==> config.mk <==
export PLATFORM = sky130hd
export DESIGN_NAME = nrn_sched
export DESIGN_NICKNAME = d
export VERILOG_FILES = /design/src/rtl/nrn_pkg.sv /design/src/rtl/spk_cnt.sv /design/src/rtl/nrn_sched.sv
export SDC_FILE = /design/constraint.sdc
export NUM_CORES = 1
export LEC_CHECK = 0
export ABC_CLOCK_PERIOD_IN_PS = 3100
export BUFFER_PORTS_ARGS = -buffer_cell sky130_fd_sc_hd__buf_2
export CORE_MARGIN = 2
export CORE_UTILIZATION = 49
export DETAILED_ROUTE_END_ITERATION = 12
export PLACE_DENSITY = 0.74
export SYNTH_ARGS = -nofsm -noshare
export SYNTH_HDL_FRONTEND = slang
export SYNTH_HIERARCHICAL = 1
export SYNTH_SLANG_ARGS = --single-unit
export TNS_END_PERCENT = 100
==> constraint.sdc <==
create_clock -name clock -period 3.1 [get_ports clock]
set_clock_uncertainty 0.15 [all_clocks]
set_input_delay 0.62 -clock clock [delete_from_list [all_inputs] [get_ports clock]]
set_output_delay 0.62 -clock clock [all_outputs]
set_load 0.02 [all_outputs]
==> src/rtl/nrn_pkg.sv <==
// Shared types and constants for the neuron scheduler: fixed-point word format
// and scheduler state encoding.
package nrn_pkg;
  localparam int N        = 35;
  localparam int Q        = 32;
  typedef logic [N-1:0] word_t;
  localparam word_t ONE_Q = 35'h1_0000_0000;
  localparam int SIGN_BIT = N - 1;

  typedef enum logic [2:0] {IDLE, ISSUE, CAPTURE, GAP, DONE} sched_st_e;
endpackage

==> src/rtl/spk_cnt.sv <==
// Per-neuron spike counter; saturates at all-ones instead of wrapping.
module spk_cnt #(
  parameter int W = 8
) (
  input  logic         clock,
  input  logic         reset,
  input  logic         clr_i,
  input  logic         inc_i,
  output logic [W-1:0] cnt_o
);
  logic [W-1:0] cnt_q, cnt_d;

  always_comb begin
    cnt_d = cnt_q;
    if (clr_i) cnt_d = '0;
    else if (inc_i && (cnt_q != {W{1'b1}})) cnt_d = cnt_q + 1'b1;
  end

  always_ff @(posedge clock) begin
    if (reset) cnt_q <= '0;
    else       cnt_q <= cnt_d;
  end

  assign cnt_o = cnt_q;
endmodule

==> src/rtl/nrn_sched.sv <==
// Time-multiplexes NUM_NRN neurons onto one external nrn instance: per timestep,
// each neuron is issued, its result captured (or timed out), then the flag re-armed.
module nrn_sched #(
  parameter int NUM_NRN = 4,
  parameter int N       = 35,
  parameter int Q       = 32,
  parameter int TIMEOUT = 16,
  parameter int CNT_W   = 8
) (
  input  logic                     clock,
  input  logic                     reset,
  input  logic                     start,
  input  logic                     clr_mem,
  input  logic [NUM_NRN*N-1:0]     cur_in,
  output logic                     nrn_flag_in,
  output logic [N-1:0]             nrn_vmem,
  output logic [N-1:0]             nrn_in,
  input  logic [N-1:0]             nrn_out,
  input  logic [N-1:0]             nrn_mem_out,
  input  logic                     nrn_flag_out,
  output logic                     busy,
  output logic                     done,
  output logic                     err,
  output logic [NUM_NRN-1:0]       spike_vec,
  output logic [NUM_NRN*CNT_W-1:0] spike_cnt
);
  localparam int IDX_W = (NUM_NRN > 1) ? $clog2(NUM_NRN) : 1;
  localparam int TMO_W = $clog2(TIMEOUT + 1);

  if (Q >= N || TIMEOUT < 1 || NUM_NRN < 1) begin : g_cfg_err
    $error("nrn_sched: invalid parameter combination");
  end

  nrn_pkg::sched_st_e          state_q;
  logic [IDX_W-1:0]            idx_q;
  logic [TMO_W-1:0]            tmo_q;
  logic [NUM_NRN-1:0][N-1:0]   mem_q, cur_q;
  logic [NUM_NRN-1:0]          spk_q;
  logic                        fin_q, err_q, done_q;
  logic                        cap_ok, cnt_clr;
  logic [NUM_NRN-1:0]          inc;

  assign cap_ok  = (state_q == nrn_pkg::CAPTURE) && nrn_flag_out;
  assign cnt_clr = (state_q == nrn_pkg::IDLE) && clr_mem;

  for (genvar k = 0; k < NUM_NRN; k++) begin : g_cnt
    assign inc[k] = cap_ok && (idx_q == IDX_W'(k)) && (|nrn_out);
    spk_cnt #(.W(CNT_W)) u_cnt (
      .clock (clock),
      .reset (reset),
      .clr_i (cnt_clr),
      .inc_i (inc[k]),
      .cnt_o (spike_cnt[k*CNT_W +: CNT_W])
    );
  end

  always_ff @(posedge clock) begin
    if (reset) begin
      state_q <= nrn_pkg::IDLE;
      idx_q   <= '0;
      tmo_q   <= '0;
      mem_q   <= '0;
      cur_q   <= '0;
      spk_q   <= '0;
      fin_q   <= 1'b0;
      err_q   <= 1'b0;
      done_q  <= 1'b0;
    end else begin
      done_q <= 1'b0;
      case (state_q)
        nrn_pkg::IDLE: begin
          // Clear lands on the same edge as a start, so the run sees zeroed membranes.
          if (clr_mem) begin
            mem_q <= '0;
            err_q <= 1'b0;
          end
          if (start) begin
            cur_q   <= cur_in;
            spk_q   <= '0;
            idx_q   <= '0;
            fin_q   <= 1'b1;
            state_q <= nrn_pkg::ISSUE;
          end
        end
        nrn_pkg::ISSUE: begin
          tmo_q   <= '0;
          state_q <= nrn_pkg::CAPTURE;
        end
        nrn_pkg::CAPTURE: begin
          if (nrn_flag_out) begin
            mem_q[idx_q] <= nrn_mem_out;
            spk_q[idx_q] <= |nrn_out;
            fin_q        <= 1'b0;
            state_q      <= nrn_pkg::GAP;
          end else if (tmo_q == TMO_W'(TIMEOUT - 1)) begin
            err_q        <= 1'b1;
            spk_q[idx_q] <= 1'b0;
            fin_q        <= 1'b0;
            state_q      <= nrn_pkg::GAP;
          end else begin
            tmo_q <= tmo_q + 1'b1;
          end
        end
        nrn_pkg::GAP: begin
          // One low cycle on flag_in drops the neuron's sticky flag_out.
          if (idx_q == IDX_W'(NUM_NRN - 1)) begin
            done_q  <= 1'b1;
            state_q <= nrn_pkg::DONE;
          end else begin
            idx_q   <= idx_q + 1'b1;
            fin_q   <= 1'b1;
            state_q <= nrn_pkg::ISSUE;
          end
        end
        nrn_pkg::DONE: state_q <= nrn_pkg::IDLE;
        default:       state_q <= nrn_pkg::IDLE;
      endcase
    end
  end

  assign busy        = (state_q != nrn_pkg::IDLE);
  assign done        = done_q;
  assign err         = err_q;
  assign nrn_flag_in = fin_q;
  assign nrn_vmem    = mem_q[idx_q];
  assign nrn_in      = cur_q[idx_q];
  assign spike_vec   = spk_q;
endmodule

Yosys cells after proc, flatten, opt, wreduce, memory -nomap -nowiden
Cells that the tools add are included.
Widths: inputs -> output; s select.
{ "word_totals": {"register_bits": 329, "word_cells": 120} }
{ "classes": {"n_addsub": 6, "magnitude_cmp": 2, "eq_ne": 19, "n_mux": 38, "bitwise_logic": 3, "n_reduce_logical": 33} }
{ "ops": {"columns": ["op", "count"], "rows": [
  ["$mux 140", 2],
  ["$pmux 140 s2", 1],
  ["$bmux 35 s2", 2],
  ["$bwmux 140", 1],
  ["$mux 35", 3],
  ["$demux 35 s2", 1],
  ["$reduce_or 35->1", 1],
  ["$add 8x1->8 const B", 4],
  ["$ne 8x8->1 const B", 4],
  ["$logic_and 1x1->1", 15],
  ["$mux 3", 4],
  ["$mux 4", 3],
  ["$ne 2x2->1 const B", 6],
  ["$pmux 3 s4", 1],
  ["$reduce_and 3->1", 4],
  ["$mux 5", 2],
  ["$pmux 5 s2", 1],
  ["$mux 1", 9],
  ["$pmux 4 s2", 1],
  ["$reduce_and 4->1", 2],
  ["$eq 3x2->1 const B", 2],
  ["$reduce_bool 2->1", 3],
  ["$reduce_bool 3->1", 2],
  ["$add 5x1->5 const B", 1],
  ["other kinds (22)", 26]
]} }

Logic depth before layout (Yosys ltp)
Gate-level depths: netlist (run 1).
{ "depth": {"word_depth": 9, "mapped_depth": 13, "mapped_depth_nobuf": 8} }

By module
Netlist (run 1), hierarchy kept.
{ "modules_own_cells": {"columns": ["module", "instances", "cells_each", "area_each_um2", "seq_area_each_um2"], "rows": [
  ["nrn_sched", 1, 1297, 12119.1, 5945.7],
  ["spk_cnt", 4, 47, 435.4, 160.2]
]} }

Least setup slack after synthesis (run 1)
No wires, ideal clock.
{ "synth_timing": {"path_type": "reg2reg", "from": "register idx_q[1]", "to": "register g_cnt[0].u_cnt.cnt_q[5]", "setup_ns": 0.100, "arrival_ns": 2.831, "required_time_ns": 2.850, "setup_slack_ns": 0.020, "path_stages_with_launch": 14, "n_path_buf": 5, "synth_period_minus_slack_ns": 3.080, "path_cell_list": "dfxtp_1 buf_2 buf_2 buf_2 inv_1 ha_1 and3_1 and2_1 buf_2 buf_2 nor2b_1 and4_1 and3_1 a2111oi_4"} }
{ "synth_via": {"elab_chain_len": 4} }
{ "synth_rtl": {"columns": ["item", "line", "rtl"], "rows": [
  ["from (decl)", "nrn_sched.sv:35", "logic [IDX_W-1:0] idx_q;"],
  ["from (signal assigned)", "nrn_sched.sv:110", "idx_q <= idx_q + 1'b1;"],
  ["$logic_not 2->1", "nrn_sched.sv:47", "assign inc[k] = cap_ok && (idx_q == IDX_W'(k)) && (|nrn_out);"],
  ["$logic_and 1x1->1 (2 in series)", "nrn_sched.sv:47", null],
  ["via inc[0]", "nrn_sched.sv:41", "logic [NUM_NRN-1:0] inc;"],
  ["$logic_and 1x1->1", "spk_cnt.sv:16", "else if (inc_i && (cnt_q != {W{1'b1}})) cnt_d = cnt_q + 1'b1;"],
  ["to (signal assigned)", "spk_cnt.sv:21", "else cnt_q <= cnt_d;"],
  ["to (decl)", "spk_cnt.sv:11", "logic [W-1:0] cnt_q, cnt_d;"]
]} }
The timed path passes the listed nets, and every way through them passes these cells.
A chain may end at the register's enable or synchronous reset.

Worst setup path after layout (run 1)
{ "layout_timing": {"from": "register idx_q[0]", "to": "output port nrn_vmem[12]"} }
{ "layout_via": {"elab_chain_len": 2} }
{ "layout_rtl": {"columns": ["item", "line", "rtl"], "rows": [
  ["$bmux 35 s2", "nrn_sched.sv:125", "assign nrn_vmem = mem_q[idx_q];"],
  ["$mux 35 (implied by the code)", "nrn_sched.sv:125", null],
  ["to (decl)", "nrn_sched.sv:16", "output logic [N-1:0] nrn_vmem,"]
]} }
Every way passes these cells. The select of a mux whose other input is x is not followed.

==> results of run 1 <==
## critical path, delay by kind of cell, from the launching register on
family | cells | cell delay (ps)
flops | 1 | 560
mux | 1 | 580
buf+inv | 2 | 560
## metrics by stage
stage                     instances  setup WS [ps]  util [%]  instance area [µm²]
after floorplan                1485          19.57         -                13860
after global placement         2095          446.8     56.54                15710
after detailed placement       2095          414.1     56.54                15710
after CTS                      2158          79.11     60.96                16940
after global routing           2160          16.71     60.98                16940
final                          2163          118.2     61.00                16950
## where the power goes
group / internal, µW / total, µW / switching, µW / leakage (µW)
combinational: 581 / 1590 / 1010 / 0.00348
sequential: 4460 / 4600 / 137 / 0.00267
clock: 2710 / 4370 / 1660 / 0.000603
total: 7750 / 10600 / 2810 / 0.00676
## sequential cells by signal, summed over array words and instances (netlist names)
name,cells
g_cnt.u_cnt/cnt_o,32
idx_q,2
cur_q,140
tmo_q,5
spike_vec,4
done,1
mem_q,140
state_q,3
err,1
nrn_flag_in,1
## routing by layer
metal  up-vias  routed length, µm
met5         -                 54
met1      5772              15340
li1       5852                  -
met2       434              17290
met4         8                769
met3        68               3382
## final cells by class
cell class,instances,area [µm²],area share [%]
Antenna cell,5,12.51,0.07383
Clock inverter,7,117.6,0.6940
Tap cell,378,473.0,2.791
Timing Repair Buffer,350,1902,11.22
Multi-Input combinational cell,1027,6699,39.53
Inverter,11,41.29,0.2436
Clock buffer,56,1109,6.541
Sequential cell,329,6594,38.91
## cell usage in the layout (no fill, tap or decap), drive strengths merged, types with 5 or more instances in the layout
master	n
or3	12
nor4	13
nand2	308
mux4	70
and3	21
a21boi	12
a2111oi	6
inv	13
a22oi	141
a21oi	161
nor2b	5
buf	350
nand4	9
nor3	8
diode	5
clkbuf	56
nand3	9
nor2	160
a31oi	6
ha	10
dfxtp	329
o21ai	15
and4	8
mux2i	16
## how the worst min path moves through the flow
stage	start	to	slack, ps	cells after the start
2_1_floorplan	cur_q[100]	cur_q[100]	280	2
3_3_place_gp	cur_q[36]	cur_q[36]	290	2
3_5_place_dp	cur_q[119]	cur_q[119]	290	2
5_1_grt	cur_in[68]	cur_q[68]	180	3
6_report	cur_in[76]	cur_q[76]	190	3
4_1_cts	cur_in[109]	cur_q[109]	170	3
## logic make-up after synthesis
group           Yosys count  share of synthesized area (%)
flops                   329                          47.52
mux                      86                          12.53
xor+xnor                  4                         0.2528
buf+inv                 129                          4.261
compound gates          354                          16.77
fa+ha+maj                10                         0.9027
simple gates            573                          17.76
==> results by group, run 1 <==
CTS
  • CTS tree: done
  • H-tree levels: 2
  • # Post-CTS Setup Buffers: 0
  • TritonCTS buffer count: 36
  • Reg clk slew, reported paths: approximately 60 ps
  • Worst skew pair latency: 500 ps
  • CTS Buffer Depth: 3
  • Post_cts resized: 0
  • Clock Tree Root: clkbuf_16
  • Hold buffers post-CTS: 0
  • Clock sinks: between 300 and 400

STA
  • Fmax: about 0.34 GHz
  • Fin Hold WS: approximately 190 ps
  • Relative slew slack: 38.60%
  • Fin. Hold Viols: 0
  • Final setup TNS: 0 ps
  • Unrepaired setup endpoints after global routing: false
  • Tcrit/Tclk final: between 90 and 100%
  • Slew Viols, Final: 0
  • Minimum clock period: 2982 ps
  • Slew @ Worst Pin: just over 900 ps
  • Final setup vio count: 0

Synth
  • Post-synth top area cell: dfxtp_1
  • Mapped Cells: 1485
  • Top post-synthesis cells by area: dfxtp_1 48%, mux4_2 11%, nand2_1 8.3%
  • Post-synthesis cell area: 0.01386 mm²
  • Yosys reg bits: approximately 330
  • Yosys top cell area share: 47.52%
  • Top cells by count, synth: 329 x dfxtp_1, 308 x nand2_1, 161 x a21oi_1
  • Syn Area/Cell: 9.334 µm²
  • Most frequent cell after synthesis: dfxtp_1
  • Sequential share of the synthesized area: between 40% and 50%
  • Post-Syn Nets: ~1700
  • Post-synth EDFFs: 0
  • Count of cell types in the netlist: 48
  • Most used DFF post-synth: dfxtp_1
  • Synth Warn #: 6
  • Asr flop ratio synth: 0%

Die
  • Die ar.: around 0.03 mm²
  • Io pins: 325
  • Die X: around 170 µm
  • Starting Density: approximately half
  • Die Span Y: about 170 µm
  • Core ar.: about 0.028 mm²
  • Rows: just over 60

GRT
  • Global Route Usage Sum: between 20% and 30%
  • Routing usage on met1: roughly 30%
  • Number of global-route vias before repair: 11660
  • GR peak layer: met2
  • First-pass GRT wire length: 58.45 mm
  • Met3 usage: between 8 and 9%
  • GR Overflow Total: 0
  • Grt met2 use: approximately two fifths
  • Largest net degree at the start of global routing: ~140
  • Initial antenna violation count: 9

Critical path
  • Setup slack, reg-to-reg: 550 ps
  • Element type at the critical path start: flop
  • CP max stage cell: mux4_2
  • Worst path cell trace: buf_4, mux4_2, buf_2
  • End of the critical path: nrn_vmem[12]
  • Crit path largest cell delay: 580 ps
  • CP startpoint: idx_q[0]
  • Crit Path Class: flop to primary output
  • Required @ worst endpoint: 2330 ps
  • Worst r2r dst: g_cnt[2].u_cnt/cnt_o[5]
  • FF-to-FF path depth: 6
  • Critical path fanouts, max: 17
  • Arrival @ worst endpoint: ~2200 ps
  • Crit end category: primary output
  • Critical R2R Launch: state_q[0]

Worst hold path
  • HP Class: primary input to flop

Placement
  • Port bufs: about 320
  • GP Congestion: between 0.8 and 0.9
  • DP HPWL: about 24 mm

Drt
  • Routed wire length: roughly 37 mm
  • DRT Pass-1 Iters: 4
  • Drc violations: 0
  • WL/cell: 17.03 µm
  • Number of vias per cell: 5.610
  • Routed Antenna Nets: 0
  • Initial DRC Count: between 800 and 900
  • Vias: between 10000 and 15000

Power and ir drop
  • Peak supply drop: 542.9 µV
  • LEAKAGE: around 0.0068 µW
  • Pwr Total: around 11000 µW
  • Power Dens Cells: between 600 and 700 mW/mm²

Final layout
  • Layout cells sized above 1: roughly 28%
  • Area growth syn-to-layout: 22.27%
  • Final layout net count: around 2000
  • Fillers: ~2400

Status
  • Status: finished, final reports clean

Job
  • Max-Cap Viols: 0
Power figures use the tool's default switching activity.
==> inputs of run 2 (changes only) <==
--- a/config.mk
+++ b/config.mk
@@ -7,10 +7,13 @@
 export LEC_CHECK = 0
 export ABC_CLOCK_PERIOD_IN_PS = 3100
 export BUFFER_PORTS_ARGS = -buffer_cell sky130_fd_sc_hd__buf_2
+export CELL_PAD_IN_SITES_DETAIL_PLACEMENT = 1
+export CELL_PAD_IN_SITES_GLOBAL_PLACEMENT = 2
 export CORE_MARGIN = 2
-export CORE_UTILIZATION = 49
+export CORE_UTILIZATION = 29
+export CTS_CLUSTER_DIAMETER = 80
 export DETAILED_ROUTE_END_ITERATION = 12
-export PLACE_DENSITY = 0.74
+export PLACE_DENSITY = 0.72
 export SYNTH_ARGS = -nofsm -noshare
 export SYNTH_HDL_FRONTEND = slang
 export SYNTH_HIERARCHICAL = 1
==> run 2 against run 1 <==
Highest routed layer unchanged. Register-to-register slack better by 60 ps. Flip-flop and latch count unchanged. Sequential power about the same. Design area up 3.0%. Combinational power up 6%. Wire length up 21%. Largest cell class unchanged. Clock-buffer cell count up 7. Fmax up 4.5%.
==> results by group, run 2 (synthesis results as in run 1) <==
Placement
  • GP Congestion: 0.7565 (-10%)
  • DP HPWL: 28.99 mm (+23%)
  • Setup WS pre-CTS: 203.1 ps (-211.0 ps)
  • Port bufs: 324 (unchanged)
  • Placed cell area: 0.01609 mm² (+2.4%)

Final layout
  • Area of the multi-input gates: 0.006699 mm² (unchanged)
  • Final layout net count: 1990 (+0.51%)
  • Register area: 0.006594 mm² (unchanged)
  • Commonest non-fill, non-tap cell in the layout: dfxtp_1
  • Finished Cell Area: 0.01745 mm² (+3.0%)
  • Fillers: 5519 (+130%)
  • Area growth syn-to-layout: 25.90%
  • Layout cells sized above 1: 28.29% (+0.64 points)
  • Most frequent cells in the layout: 327 x dfxtp_1, 323 x buf_2, 307 x nand2_1

Die
  • Io pins: 325 (unchanged)
  • Core ar.: 0.04745 mm² (+71%)
  • Die X: 222.6 µm (+29%)
  • Die ar.: 0.04956 mm² (+67%)
  • Rows: 80 (+31%)
  • Starting Density: 29.21% (-21 points)
  • Die Span Y: 222.6 µm (+29%)

Drt
  • Routed Antenna Nets: 0 (unchanged)
  • Initial DRC Count: 498 (-42%)
  • Routed wire length: 44.71 mm (+21%)
  • DRT Pass-1 Iters: 4 (unchanged)
  • Number of vias per cell: 5.040 (-10%)
  • Drc violations: 0 (unchanged)
  • Vias: 12180 (+0.35%)
  • WL/cell: 18.51 µm (+8.7%)

CTS
  • H-tree levels: 2 (unchanged)
  • Hold buffers post-CTS: 0 (unchanged)
  • CTS tree: done
  • # Post-CTS Setup Buffers: 0 (unchanged)
  • Clock Tree Root: clkbuf_16
  • Worst skew pair latency: 550 ps (+50 ps)
  • Post_cts resized: 0 (unchanged)
  • Clock sinks: 329 (unchanged)
  • CTS Buffer Depth: 3 (unchanged)
  • TritonCTS buffer count: 40 (+11%)
  • Reg clk slew, reported paths: 60 ps (about the same)

Critical path
  • Crit Path Class: flop to primary output
  • Arrival @ worst endpoint: 2080 ps (-130 ps)
  • Setup slack, reg-to-reg: 610 ps (+60 ps)
  • Required @ worst endpoint: 2330 ps (about the same)
  • FF-to-FF path depth: 6 (unchanged)
  • Critical path fanouts, max: 44 (+27)
  • Critical R2R Launch: state_q[2]
  • Crit end category: primary output
  • Element type at the critical path start: flop
  • Worst r2r dst: g_cnt[2].u_cnt/cnt_o[5]

Power and ir drop
  • Peak supply drop: 321.6 µV (-41%)
  • LEAKAGE: 0.006865 µW (+1.6%)
  • Power Dens Cells: 632.9 mW/mm² (+1.5%)

Status
  • Status: finished, final reports clean

STA
  • Fmax: 0.3506 GHz (+4.5%)
  • Final worst slack: 247.4 ps (+129.2 ps)
  • Slew @ Worst Pin: 592.5 ps (-326.2 ps)
  • Unrepaired setup endpoints after global routing: false
  • Final setup vio count: 0 (unchanged)
  • Minimum clock period: 2853 ps (-129.2 ps)
  • Relative slew slack: 60.50% (+22 points)
  • Final setup TNS: 0 ps (unchanged)
  • Fin. Hold Viols: 0 (unchanged)
  • Slew Viols, Final: 0 (unchanged)
  • Tcrit/Tclk final: 92.02% (-4.2 points)

GRT
  • First-pass GRT wire length: 70.19 mm (+20%)
  • Number of global-route vias before repair: 12720 (+9.1%)
  • Largest net degree at the start of global routing: 101 (-29%)
  • Initial antenna violation count: 18 (+9)
  • Global Route Usage Sum: 17.61% (-6.7 points)
  • GR Overflow Total: 0 (unchanged)

Worst hold path
  • Hold path depth: 3 (unchanged)
  • HP Class: primary input to flop
  • Hold Path End: cur_q[79]
  • Hold_sp: cur_in[79]

Job
  • Max-Cap Viols: 0 (unchanged)
-- run 2: changes by cell type in the layout (fill, tap and decap cells not counted), moves of 3 or more --
cell       delta
buf_4         +3
buf_12        +3
clkinv_2      +3
clkbuf_16     +3
clkbuf_8      +4
-- run 2: critical path: stages (launching register included) --
cell and delay [ps]:
dfxtp_4 370, buf_12 330, mux4_2 600, buf_2 180
-- run 2: layer usage --
layer	global-route usage, %	up-vias	share of wire [%]
met5	0	-	0.36
li1	-	5873	-
met4	4.027	26	1.6
met1	21.85	5927	43
met2	29.19	272	47
met3	6.348	78	7.4
-- run 2: layout make-up --
type,instances,area share (%)
multi-input combinational,1027,38.39
sequential,329,37.79
timing repair buffer,356,11.37
clock buffer,63,7.098
tap,615,4.410
clock inverter,10,0.6381
inverter,11,0.2366
antenna,5,0.07170
-- run 2: report_power, final --
part           total, µW  switching (µW)  internal (µW)
combinational       1690            1090            595
clock               4770            1860           2910
sequential          4580             123           4460
-- run 2: per-stage QoR --
stage / instances / total power (µW) / hold slack, ps / util (%)
2_1_floorplan: 1485 / 5719 / 283.1 / -
3_3_place_gp: 2338 / 6358 / 289.3 / 33.91
3_5_place_dp: 2338 / 6401 / 296.9 / 33.91
4_1_cts: 2411 / 11260 / 116.3 / 36.75
5_1_grt: 2414 / 11600 / 137.8 / 36.77
6_report: 2416 / 11040 / 154.5 / 36.78
-- run 2: worst max path at each step --
stage | slack (ps) | end | depth (start not counted) | start
detailed placement | 200 | g_cnt[3].u_cnt/cnt_o[5] | 8 | nrn_out[13]
finish | 250 | nrn_vmem[25] | 3 | idx_q[0]
floorplan | 20 | g_cnt[0].u_cnt/cnt_o[5] | 13 | idx_q[1]
CTS | 190 | nrn_vmem[25] | 3 | idx_q[0]
global route | 160 | nrn_vmem[25] | 3 | idx_q[0]
global placement | 260 | g_cnt[2].u_cnt/cnt_o[5] | 9 | nrn_out[28]
